$ cat config.mk
export PLATFORM = sky130hd
export DESIGN_NAME = mem_bus_arbiter_flat
export DESIGN_NICKNAME = d
export VERILOG_FILES = /design/src/rtl/mem_bus_arbiter_if.sv /design/src/rtl/mem_bus_arbiter.sv /design/src/flat_wrapper.sv
export SDC_FILE = /design/constraint.sdc
export NUM_CORES = 1
export LEC_CHECK = 0
export BUFFER_PORTS_ARGS = -buffer_cell sky130_fd_sc_hd__buf_2
export CELL_PAD_IN_SITES_DETAIL_PLACEMENT = 1
export CELL_PAD_IN_SITES_GLOBAL_PLACEMENT = 2
export CORE_MARGIN = 5
export CORE_UTILIZATION = 30
export CTS_BUF_LIST = sky130_fd_sc_hd__clkbuf_4 sky130_fd_sc_hd__clkbuf_8 sky130_fd_sc_hd__clkbuf_16
export CTS_CLUSTER_SIZE = 8
export DETAILED_ROUTE_END_ITERATION = 12
export PLACE_DENSITY = 0.77
export SETUP_SLACK_MARGIN = 0.15
export SLEW_MARGIN = 40
export SYNTH_ARGS = -nofsm -noshare
export SYNTH_HDL_FRONTEND = slang
export SYNTH_SLANG_ARGS = --single-unit
$ cat constraint.sdc
create_clock -name clk -period 2.46 [get_ports clk]
set_input_delay 0.246 -clock clk [delete_from_list [all_inputs] [get_ports clk]]
set_output_delay 0.246 -clock clk [all_outputs]
set_load 0.005 [all_outputs]
$ cat src/rtl/mem_bus_arbiter_if.sv
// mem_bus_arbiter_if: requester handshakes and external memory bus pins of
// mem_bus_arbiter, grouped in one bundle.
//   slave  : arbiter view (takes requests and bus read data, drives acks and the bus)
//   master : environment view (cpu fetcher/executor and the memory device)
interface mem_bus_arbiter_if #(
    parameter int BITS = 8
);
    // Instruction-fetch (ROM) requester
    logic            f_req;
    logic [BITS-1:0] f_addr;
    logic            f_ack;
    logic [BITS-1:0] f_rdata;

    // Data (RAM load/store) requester
    logic            d_req;
    logic            d_we;
    logic [BITS-1:0] d_addr;
    logic [BITS-1:0] d_wdata;
    logic            d_ack;
    logic [BITS-1:0] d_rdata;

    // External multiplexed bus
    logic [BITS-1:0] bus_in;
    logic            bus_ready;
    logic [BITS-1:0] bus_out;
    logic            bus_rom_ram;
    logic            bus_addr_data;
    logic            bus_we;
    logic            busy;

    modport slave (
        input  f_req, f_addr, d_req, d_we, d_addr, d_wdata, bus_in, bus_ready,
        output f_ack, f_rdata, d_ack, d_rdata, bus_out, bus_rom_ram, bus_addr_data,
               bus_we, busy
    );

    modport master (
        output f_req, f_addr, d_req, d_we, d_addr, d_wdata, bus_in, bus_ready,
        input  f_ack, f_rdata, d_ack, d_rdata, bus_out, bus_rom_ram, bus_addr_data,
               bus_we, busy
    );
endinterface

$ cat src/rtl/mem_bus_arbiter.sv
// mem_bus_arbiter: shares the cpu's single multiplexed ROM/RAM bus between the
// instruction-fetch port and the data port. Every transfer is one address
// phase, a data phase of at least MIN_WAIT+1 cycles ended by bus_ready, and a
// one-cycle ack back to the winner. All outputs come straight from flops; the
// output logic is evaluated against the state being entered.
// Optional feature macro: MEM_BUS_ARB_RR_EN selects round-robin arbitration;
// without it the data port has fixed priority over fetch.
module mem_bus_arbiter #(
    parameter int          BITS     = 8,
    parameter int unsigned MIN_WAIT = 0
) (
    input  logic             clk,
    input  logic             reset,
    mem_bus_arbiter_if.slave bus
);
    localparam logic [3:0] WAIT_LIMIT = 4'(MIN_WAIT);

    typedef enum logic [1:0] {
        ST_IDLE = 2'd0,
        ST_ADDR = 2'd1,
        ST_DATA = 2'd2,
        ST_ACK  = 2'd3
    } state_t;

    state_t          state_r;
    state_t          state_nx_s;

    // Request fields latched in IDLE; port 1 = data, 0 = fetch
    logic [BITS-1:0] addr_r;
    logic [BITS-1:0] addr_nx_s;
    logic [BITS-1:0] wdata_r;
    logic [BITS-1:0] wdata_nx_s;
    logic            we_r;
    logic            we_nx_s;
    logic            port_r;
    logic            port_nx_s;
    logic [3:0]      cnt_r;
    logic [3:0]      cnt_nx_s;
    logic            win_data_s;

`ifdef MEM_BUS_ARB_RR_EN
    logic            grant_r;
`endif

    // Registered outputs and their next values
    logic [BITS-1:0] bus_out_r;
    logic [BITS-1:0] bus_out_s;
    logic [BITS-1:0] f_rdata_r;
    logic [BITS-1:0] f_rdata_s;
    logic [BITS-1:0] d_rdata_r;
    logic [BITS-1:0] d_rdata_s;
    logic            rom_ram_r;
    logic            rom_ram_s;
    logic            addr_data_r;
    logic            addr_data_s;
    logic            bus_we_r;
    logic            bus_we_s;
    logic            busy_r;
    logic            busy_s;
    logic            f_ack_r;
    logic            f_ack_s;
    logic            d_ack_r;
    logic            d_ack_s;

    // Choose which of the presented requests wins (1 = data port).
    always_comb begin
`ifdef MEM_BUS_ARB_RR_EN
        if (bus.f_req && bus.d_req) begin
            win_data_s = ~grant_r;
        end else begin
            win_data_s = bus.d_req;
        end
`else
        win_data_s = bus.d_req;
`endif
    end

    // Next state, latched request fields and wait counter.
    always_comb begin
        state_nx_s = state_r;
        addr_nx_s  = addr_r;
        wdata_nx_s = wdata_r;
        we_nx_s    = we_r;
        port_nx_s  = port_r;
        cnt_nx_s   = cnt_r;
        case (state_r)
            ST_IDLE: begin
                if (bus.f_req || bus.d_req) begin
                    state_nx_s = ST_ADDR;
                    port_nx_s  = win_data_s;
                    if (win_data_s) begin
                        addr_nx_s  = bus.d_addr;
                        we_nx_s    = bus.d_we;
                        wdata_nx_s = bus.d_wdata;
                    end else begin
                        addr_nx_s  = bus.f_addr;
                        we_nx_s    = 1'b0;
                        wdata_nx_s = {BITS{1'b0}};
                    end
                end else begin
                    state_nx_s = ST_IDLE;
                end
            end
            ST_ADDR: begin
                state_nx_s = ST_DATA;
                cnt_nx_s   = 4'd0;
            end
            ST_DATA: begin
                if (cnt_r == WAIT_LIMIT) begin
                    if (bus.bus_ready) begin
                        state_nx_s = ST_ACK;
                    end else begin
                        state_nx_s = ST_DATA;
                    end
                end else begin
                    cnt_nx_s = cnt_r + 4'd1;
                end
            end
            ST_ACK: begin
                state_nx_s = ST_IDLE;
            end
            default: begin
                state_nx_s = ST_IDLE;
            end
        endcase
    end

    // Output values for the state being entered at the next edge.
    always_comb begin
        bus_out_s   = {BITS{1'b0}};
        rom_ram_s   = 1'b0;
        addr_data_s = 1'b0;
        bus_we_s    = 1'b0;
        busy_s      = 1'b0;
        f_ack_s     = 1'b0;
        d_ack_s     = 1'b0;
        f_rdata_s   = f_rdata_r;
        d_rdata_s   = d_rdata_r;
        case (state_nx_s)
            ST_IDLE: begin
                busy_s = 1'b0;
            end
            ST_ADDR: begin
                bus_out_s = addr_nx_s;
                rom_ram_s = port_nx_s;
                busy_s    = 1'b1;
            end
            ST_DATA: begin
                addr_data_s = 1'b1;
                rom_ram_s   = port_nx_s;
                busy_s      = 1'b1;
                if (we_nx_s) begin
                    bus_out_s = wdata_nx_s;
                    bus_we_s  = 1'b1;
                end else begin
                    bus_out_s = {BITS{1'b0}};
                    bus_we_s  = 1'b0;
                end
            end
            ST_ACK: begin
                rom_ram_s = port_nx_s;
                busy_s    = 1'b1;
                // ACK is only ever entered from DATA, so this is the capture point
                if (port_nx_s) begin
                    d_ack_s = 1'b1;
                    if (!we_nx_s) begin
                        d_rdata_s = bus.bus_in;
                    end else begin
                        d_rdata_s = d_rdata_r;
                    end
                end else begin
                    f_ack_s   = 1'b1;
                    f_rdata_s = bus.bus_in;
                end
            end
            default: begin
                busy_s = 1'b0;
            end
        endcase
    end

    // State register, latched request and wait counter.
    always_ff @(posedge clk or negedge reset) begin
        if (!reset) begin
            state_r <= ST_IDLE;
            addr_r  <= {BITS{1'b0}};
            wdata_r <= {BITS{1'b0}};
            we_r    <= 1'b0;
            port_r  <= 1'b0;
            cnt_r   <= 4'd0;
        end else begin
            state_r <= state_nx_s;
            addr_r  <= addr_nx_s;
            wdata_r <= wdata_nx_s;
            we_r    <= we_nx_s;
            port_r  <= port_nx_s;
            cnt_r   <= cnt_nx_s;
        end
    end

`ifdef MEM_BUS_ARB_RR_EN
    // Record the winner of each arbitration so contention alternates.
    always_ff @(posedge clk or negedge reset) begin
        if (!reset) begin
            grant_r <= 1'b0;
        end else if ((state_r == ST_IDLE) && (state_nx_s == ST_ADDR)) begin
            grant_r <= win_data_s;
        end else begin
            grant_r <= grant_r;
        end
    end
`endif

    // Output flops; reset clears every output immediately.
    always_ff @(posedge clk or negedge reset) begin
        if (!reset) begin
            bus_out_r   <= {BITS{1'b0}};
            f_rdata_r   <= {BITS{1'b0}};
            d_rdata_r   <= {BITS{1'b0}};
            rom_ram_r   <= 1'b0;
            addr_data_r <= 1'b0;
            bus_we_r    <= 1'b0;
            busy_r      <= 1'b0;
            f_ack_r     <= 1'b0;
            d_ack_r     <= 1'b0;
        end else begin
            bus_out_r   <= bus_out_s;
            f_rdata_r   <= f_rdata_s;
            d_rdata_r   <= d_rdata_s;
            rom_ram_r   <= rom_ram_s;
            addr_data_r <= addr_data_s;
            bus_we_r    <= bus_we_s;
            busy_r      <= busy_s;
            f_ack_r     <= f_ack_s;
            d_ack_r     <= d_ack_s;
        end
    end

    assign bus.bus_out       = bus_out_r;
    assign bus.f_rdata       = f_rdata_r;
    assign bus.d_rdata       = d_rdata_r;
    assign bus.bus_rom_ram   = rom_ram_r;
    assign bus.bus_addr_data = addr_data_r;
    assign bus.bus_we        = bus_we_r;
    assign bus.busy          = busy_r;
    assign bus.f_ack         = f_ack_r;
    assign bus.d_ack         = d_ack_r;
endmodule

$ cat src/flat_wrapper.sv
// flat-port wrapper written by rule: the top's interface ports become plain ports
module mem_bus_arbiter_flat 
#(
    parameter int          BITS     = 8,
    parameter int unsigned MIN_WAIT = 0
)
  (clk, reset, bus_f_req, bus_f_addr, bus_d_req, bus_d_we, bus_d_addr, bus_d_wdata, bus_bus_in, bus_bus_ready, bus_f_ack, bus_f_rdata, bus_d_ack, bus_d_rdata, bus_bus_out, bus_bus_rom_ram, bus_bus_addr_data, bus_bus_we, bus_busy);
  mem_bus_arbiter_if #(.BITS(BITS)) bus_i ();
  input  logic clk;
  input  logic reset;
  input wire logic [$bits(bus_i.f_req)-1:0] bus_f_req;
  input wire logic [$bits(bus_i.f_addr)-1:0] bus_f_addr;
  input wire logic [$bits(bus_i.d_req)-1:0] bus_d_req;
  input wire logic [$bits(bus_i.d_we)-1:0] bus_d_we;
  input wire logic [$bits(bus_i.d_addr)-1:0] bus_d_addr;
  input wire logic [$bits(bus_i.d_wdata)-1:0] bus_d_wdata;
  input wire logic [$bits(bus_i.bus_in)-1:0] bus_bus_in;
  input wire logic [$bits(bus_i.bus_ready)-1:0] bus_bus_ready;
  output wire logic [$bits(bus_i.f_ack)-1:0] bus_f_ack;
  output wire logic [$bits(bus_i.f_rdata)-1:0] bus_f_rdata;
  output wire logic [$bits(bus_i.d_ack)-1:0] bus_d_ack;
  output wire logic [$bits(bus_i.d_rdata)-1:0] bus_d_rdata;
  output wire logic [$bits(bus_i.bus_out)-1:0] bus_bus_out;
  output wire logic [$bits(bus_i.bus_rom_ram)-1:0] bus_bus_rom_ram;
  output wire logic [$bits(bus_i.bus_addr_data)-1:0] bus_bus_addr_data;
  output wire logic [$bits(bus_i.bus_we)-1:0] bus_bus_we;
  output wire logic [$bits(bus_i.busy)-1:0] bus_busy;
  assign bus_i.f_req = bus_f_req;
  assign bus_i.f_addr = bus_f_addr;
  assign bus_i.d_req = bus_d_req;
  assign bus_i.d_we = bus_d_we;
  assign bus_i.d_addr = bus_d_addr;
  assign bus_i.d_wdata = bus_d_wdata;
  assign bus_i.bus_in = bus_bus_in;
  assign bus_i.bus_ready = bus_bus_ready;
  assign bus_f_ack = bus_i.f_ack;
  assign bus_f_rdata = bus_i.f_rdata;
  assign bus_d_ack = bus_i.d_ack;
  assign bus_d_rdata = bus_i.d_rdata;
  assign bus_bus_out = bus_i.bus_out;
  assign bus_bus_rom_ram = bus_i.bus_rom_ram;
  assign bus_bus_addr_data = bus_i.bus_addr_data;
  assign bus_bus_we = bus_i.bus_we;
  assign bus_busy = bus_i.busy;
  mem_bus_arbiter #(.BITS(BITS), .MIN_WAIT(MIN_WAIT)) u_core (.clk(clk), .reset(reset), .bus(bus_i));
endmodule
## Word-level counts from Yosys, hierarchy flattened

Cells that the tools add are included.

| word-level totals | value |
|---|---|
| flip-flop bits (word level) | 54 |
| input bits | 38 |
| output and inout port bits | 30 |
| logic and storage cells | 62 |

| cells by class | value |
|---|---|
| add/sub/neg operators | 1 |
| eq/ne operators | 7 |
| muxes and demuxes | 28 |
| bitwise gates (word level) | 2 |
| reductions and logical operators | 9 |

Operator list:

| cell | number |
|---|---|
| 8-bit 2-to-1 mux | 7 |
| 8-bit one-hot mux with 2 select lines | 1 |
| 1-bit 2-to-1 mux | 15 |
| 2-bit equality test (second input constant) | 4 |
| 2-bit one-hot mux with 4 select lines | 1 |
| 4-bit one-hot mux with 2 select lines | 1 |
| 4-bit by 1-bit adder with 4-bit output (second input constant) | 1 |
| 2-bit by 1-bit equality test with 1-bit output (second input constant) | 2 |
| 2-bit zero test | 2 |
| 4-bit zero test | 1 |
| 4-bit 2-to-1 mux | 1 |
| 2-bit AND reduction | 2 |
| 3-bit AND reduction | 1 |
| 3-bit OR reduction | 1 |
| 2-bit 2-to-1 mux | 1 |
| 2-bit inequality test (second input constant) | 1 |
| 1-bit NOT | 2 |
| 1-bit one-hot mux with 2 select lines | 1 |
| 2-bit nonzero test | 1 |
| 1-bit logical OR | 1 |

## Longest topological paths before layout

| logic depth | value |
|---|---|
| depth in word-level cells | 6 |
| depth in mapped cells | 12 |
| gate-level depth less buffers | 11 |

## Least setup slack after synthesis

No wires, ideal clock.

| timing path | value |
|---|---|
| path kind | reg2reg |
| start | register u_core.cnt_r[0] |
| end | register u_core.d_rdata_r[0], in the netlist u_core.bus.d_rdata[0] |
| library setup time | 125 ps |
| arrival time | 2351 ps |
| data required time | 2335 ps |
| setup slack | -16 ps |
| cell stages (with the launch flop) | 10 |
| buffers on the path | 0 |
| clock period less this slack | 2476 ps |
| cells stage by stage | dfrtp_1 -> inv_1 -> ha_1 -> nor3b_1 -> mux2i_1 -> nand2b_1 -> o21ai_0 -> ha_1 -> nor3b_4 -> mux2_2 |

| on the way | value |
|---|---|
| cells in the longest elaborated chain, start to end | 5 |

RTL lines:

| item | RTL line | source |
|---|---|---|
| from (decl) | mem_bus_arbiter.sv:37 | `logic [3:0] cnt_r;` |
| from (signal assigned) | mem_bus_arbiter.sv:197 | `cnt_r <= cnt_nx_s;` |
| 4-bit zero test | mem_bus_arbiter.sv:109 | `if (cnt_r == WAIT_LIMIT) begin` |
| 2-bit 2-to-1 mux | mem_bus_arbiter.sv:109 |  |
| 2-bit one-hot mux with 4 select lines | mem_bus_arbiter.sv:86 | `case (state_r)` |
| named net u_core.state_nx_s[0] | mem_bus_arbiter.sv:26 | `state_t state_nx_s;` |
| 2-bit equality test | mem_bus_arbiter.sv:139 | `case (state_nx_s)` |
| 3-bit AND reduction (no source line) | - |  |
| to (signal assigned) | mem_bus_arbiter.sv:219 | `d_rdata_r <= {BITS{1'b0}};` |
| to (signal assigned) | mem_bus_arbiter.sv:229 | `d_rdata_r <= d_rdata_s;` |
| to (decl) | mem_bus_arbiter.sv:50 | `logic [BITS-1:0] d_rdata_r;` |

The timed path passes the listed nets, and every way through them passes these cells.
A chain may end at the register's enable or synchronous reset.

## Final worst setup path

| timing path | value |
|---|---|
| start | register u_core.cnt_r[0] |
| end | register u_core.bus_out_r[4], in the netlist u_core.bus.bus_out[4] |

| on the way | value |
|---|---|
| cells in the longest elaborated chain, start to end | 5 |
| elaborated cells on any way between the ends | 6 |
| those cells by class | eq/ne (2); mux (3); reduce/logical (1) |

RTL lines:

| item | RTL line | source |
|---|---|---|
| 4-bit zero test * | mem_bus_arbiter.sv:109 |  |
| 2-bit 2-to-1 mux * | mem_bus_arbiter.sv:109 |  |
| 2-bit one-hot mux with 4 select lines * | mem_bus_arbiter.sv:86 |  |
| 2-bit equality test / 2-bit by 1-bit equality test with 1-bit output (equally long branches) | mem_bus_arbiter.sv:139 |  |
| 8-bit one-hot mux with 2 select lines * | mem_bus_arbiter.sv:139 |  |
| named net u_core.bus_out_s[4] | mem_bus_arbiter.sv:47 | `logic [BITS-1:0] bus_out_s;` |
| to (signal assigned) | mem_bus_arbiter.sv:217 | `bus_out_r <= {BITS{1'b0}};` |
| to (signal assigned) | mem_bus_arbiter.sv:227 | `bus_out_r <= bus_out_s;` |
| to (decl) | mem_bus_arbiter.sv:46 | `logic [BITS-1:0] bus_out_r;` |

The timed path passes the listed nets; every way through them passes the cells marked *.

==> metrics.cfg <==
[synthesis]
netlist_instances = 168
synth.net_count = 216
synth_warnings = 0
ys_ff_latch = 54
syn_area_per_cell_sq_um = 13.4
seq_area_frac_synth_pct = 59.9
yosysUniqueCellTypes = 30
syn_area_sq_um = 2260

[clock_tree]
worstSkewPairLatency_ns = 0.31
ctsRootBufferMaster = clkbuf_8
cts_num_sinks = 54
clk_path_buf_depth = 2
htree_levels = 2
cts_buffers = 5
cts_tree = yes
path_clk_slew_ns = 0.09

[place]
post-dp-hpwl_microns = 4040
pre_cts_ws_ns = 0.0713
portBuffers = 67
gp_congestion = 0.787

[min_path]
hold_class = primary input to flop

[pwr]
p_switching_w = 0.00134
internal_power_w = 0.00236
p_comb_share_pct = 47.5
power.static_leakage_nw = 1.52
p_seq_share_pct = 38.6
ir_drop_v = 0.000411
switching_share_pct = 36.2
power_density_nw_per_um2 = 1230
clkPwrFrac_pct = 14.0

[sta]
setup_slack_ns = 0.163
setup_violations = 0
min_period_ns = 2.30
worstMarginPinSlew_ns = 0.546
slew_viol_final = 0
hold_ws_ns = 0.184
hold_viol = 0
rsz0062_at_grt = yes
relSlewSlack_pct = 63.6
skew_ns = 0.0103
clock.fmax_mhz = 435
period_share_pct = 93.4
setup_tns_ns = 0

[finish]
drive_gt1_share_pct = 49.4
antenna_cells = 0
fin_nets = 296
fillers = 836
areaGrowthSynthToFinish_pct = 33.1

[route]
routed_wirelength_microns = 5790
firstDrtPassIters = 4
post_drt_via_cell_ratio = 4.75
num_vias = 1652
drt_iter0_drc = 54
ant_nets = 0
wl_per_cell_microns = 16.6
drc = 0

[critical_path]
crit_arrival_ns = 2.48
cp-end-kind = flop
critPathMaxFanout = 5
crit_path_start_kind = flop
critPathKind = flop to flop
cp.required_ns = 2.65

[die]
ios = 68
core_area_sq_um = 7290
die_area_sq_um = 9350
fp.dieW_microns = 96.7
die_h_microns = 96.7
start_util_pct = 30.9
num_rows = 31

[grt]
grt-ovfl-total = 0
grt_use_total_pct = 12.2
antenna_found_initial = 0
grt_first_pass_wirelength_microns = 9380
grt_max_degree = 33
first_global_vias = 1846

[run]
drv_cap = 0

[outcome]
status = complete, no violations

-- cells in the mapped netlist --
cell	number	area, sq um
a221o_1	8	80.1
buf_2	4	20.0
o22ai_1	1	6.26
nand2b_1	1	6.26
inv_1	9	33.8
o21ai_2	1	8.76
nand2_1	3	11.3
xor2_1	1	8.76
a22o_1	10	87.6
nand2_2	1	6.26
and2_1	2	12.5
a32o_1	1	10.0
o21a_1	1	7.51
nand3_1	1	5.00
mux2_2	17	191
buf_1	1	3.75
and4b_1	8	80.1
clkbuf_2	1	5.00
nor3b_1	1	7.51
a21oi_2	1	8.76
ha_1	10	125
nor2b_1	1	6.26
nor2_1	12	45.0
nor3b_4	1	18.8
o21ai_0	4	20.0
dfrtp_1	54	1350
a22oi_1	8	60.1
a21o_1	1	7.51
mux2i_1	1	10.0
clkbuf_1	3	11.3
-- per-layer routing --
metal | GRT usage, % | part of all wire [%]
met2 | 21.9 | 53
met4 | 3.89 | 1.2
met5 | 0 | 0
met3 | 2.30 | 2.6
met1 | 14.7 | 43
-- flip-flops by register name (all words and copies together) (netlist names) --
| name | cells |
|---|---|
| u_core.bus.d_rdata | 8 |
| u_core.bus.busy | 1 |
| u_core.bus.bus_out | 8 |
| u_core.bus.bus_addr_data | 1 |
| u_core.bus.f_rdata | 8 |
| u_core.we_r | 1 |
| u_core.wdata_r | 8 |
| u_core.bus.d_ack | 1 |
| u_core.bus.bus_we | 1 |
| u_core.addr_r | 8 |
| u_core.bus.bus_rom_ram | 1 |
| u_core.cnt_r | 4 |
| u_core.port_r | 1 |
| u_core.bus.f_ack | 1 |
| u_core.state_r | 2 |
-- critical path, stage by stage (launching register included) --
cell and delay [ns]:
dfrtp_1 0.40, inv_1 0.06, ha_1 0.14, nor3b_4 0.22
mux2i_1 0.11, nand2b_4 0.16, o21a_1 0.19, ha_2 0.20
buf_4 0.13, a32o_2 0.35, a22oi_2 0.15, nor2_1 0.06
-- metrics by stage --
step / std cells / utilization (%) / instance area [sq um] / power [W]
floorplan: 168 / - / 2260 / 0.00236
global placement: 332 / 37.6 / 2750 / 0.00296
detailed placement: 332 / 37.6 / 2750 / 0.00299
CTS: 343 / 39.5 / 2880 / 0.00353
global route: 348 / 41.2 / 3000 / 0.00398
finish: 348 / 41.2 / 3000 / 0.00371
-- kinds of logic (layout without fill, tap and decap cells) --
family,count (synthesis),after routing,synth area share (%)
muxes,18,18,8.93
adders and majority gates,10,10,5.55
and+or+nand+nor,31,31,8.82
DFF,54,54,59.9
buffers and inverters,18,98,3.27
AOI/OAI and AO/OA,36,37,13.1
xor gates and xnor gates,1,1,0.388
-- final cells by class --
class | instances | area (sq um) | area share [%]
Clock inverter | 2 | 12.5 | 0.417
Timing Repair Buffer | 81 | 463 | 15.4
Inverter | 9 | 33.8 | 1.13
Sequential cell | 54 | 1350 | 45.0
Tap cell | 99 | 124 | 4.13
Multi-Input combinational cell | 97 | 936 | 31.2
Clock buffer | 6 | 82.6 | 2.75
-- power groups by stage --
stage / sequential (W) / combinational [W] / clock (W)
2_1_floorplan: 0.00145 / 0.000911 / 0
3_3_place_gp: 0.00144 / 0.00152 / 0
3_5_place_dp: 0.00145 / 0.00154 / 0
4_1_cts: 0.00143 / 0.00156 / 0.000544
5_1_grt: 0.00147 / 0.00193 / 0.000576
6_report: 0.00143 / 0.00176 / 0.000518
-- what timing repair did --
| item | CTS | global route |
|---|---|---|
| pin swaps | 0 | 9 |
| hold endpoints to repair | 22 | 0 |
| gates resized for setup | 4 | 18 |
| setup endpoints to repair | 16 | 16 |
| hold buffers | 1 | 0 |
| gates cloned | 0 | 1 |
| setup buffers | 2 | 4 |
-- final timing paths --
kind / start / end / slack (ns) / cells past startpoint
max reg2reg: u_core.cnt_r[0] / u_core.bus.bus_out[4] / 0.16 / 11
max: u_core.cnt_r[0] / u_core.bus.bus_out[4] / 0.16 / 11
min in group asynchronous: reset / u_core.wdata_r[4] / 0.45 / 2
min: bus_bus_in[0] / u_core.bus.d_rdata[0] / 0.18 / 2
min reg2reg: u_core.wdata_r[6] / u_core.wdata_r[6] / 0.51 / 1
max in group asynchronous: reset / u_core.bus.d_rdata[4] / 1.44 / 3
-- cells in the final DEF (no fill, tap or decap), drive strengths merged, types with 2 or more instances in the layout --
cell    instances
a221o           8
a22o           10
a22oi           8
a32o            2
and2            2
and4b           8
buf            80
clkbuf          6
dfrtp          54
ha             10
inv             9
mux2           17
nand2           4
nor2           12
nor3b           2
o21ai           5
Power figures use the tool's default switching activity.
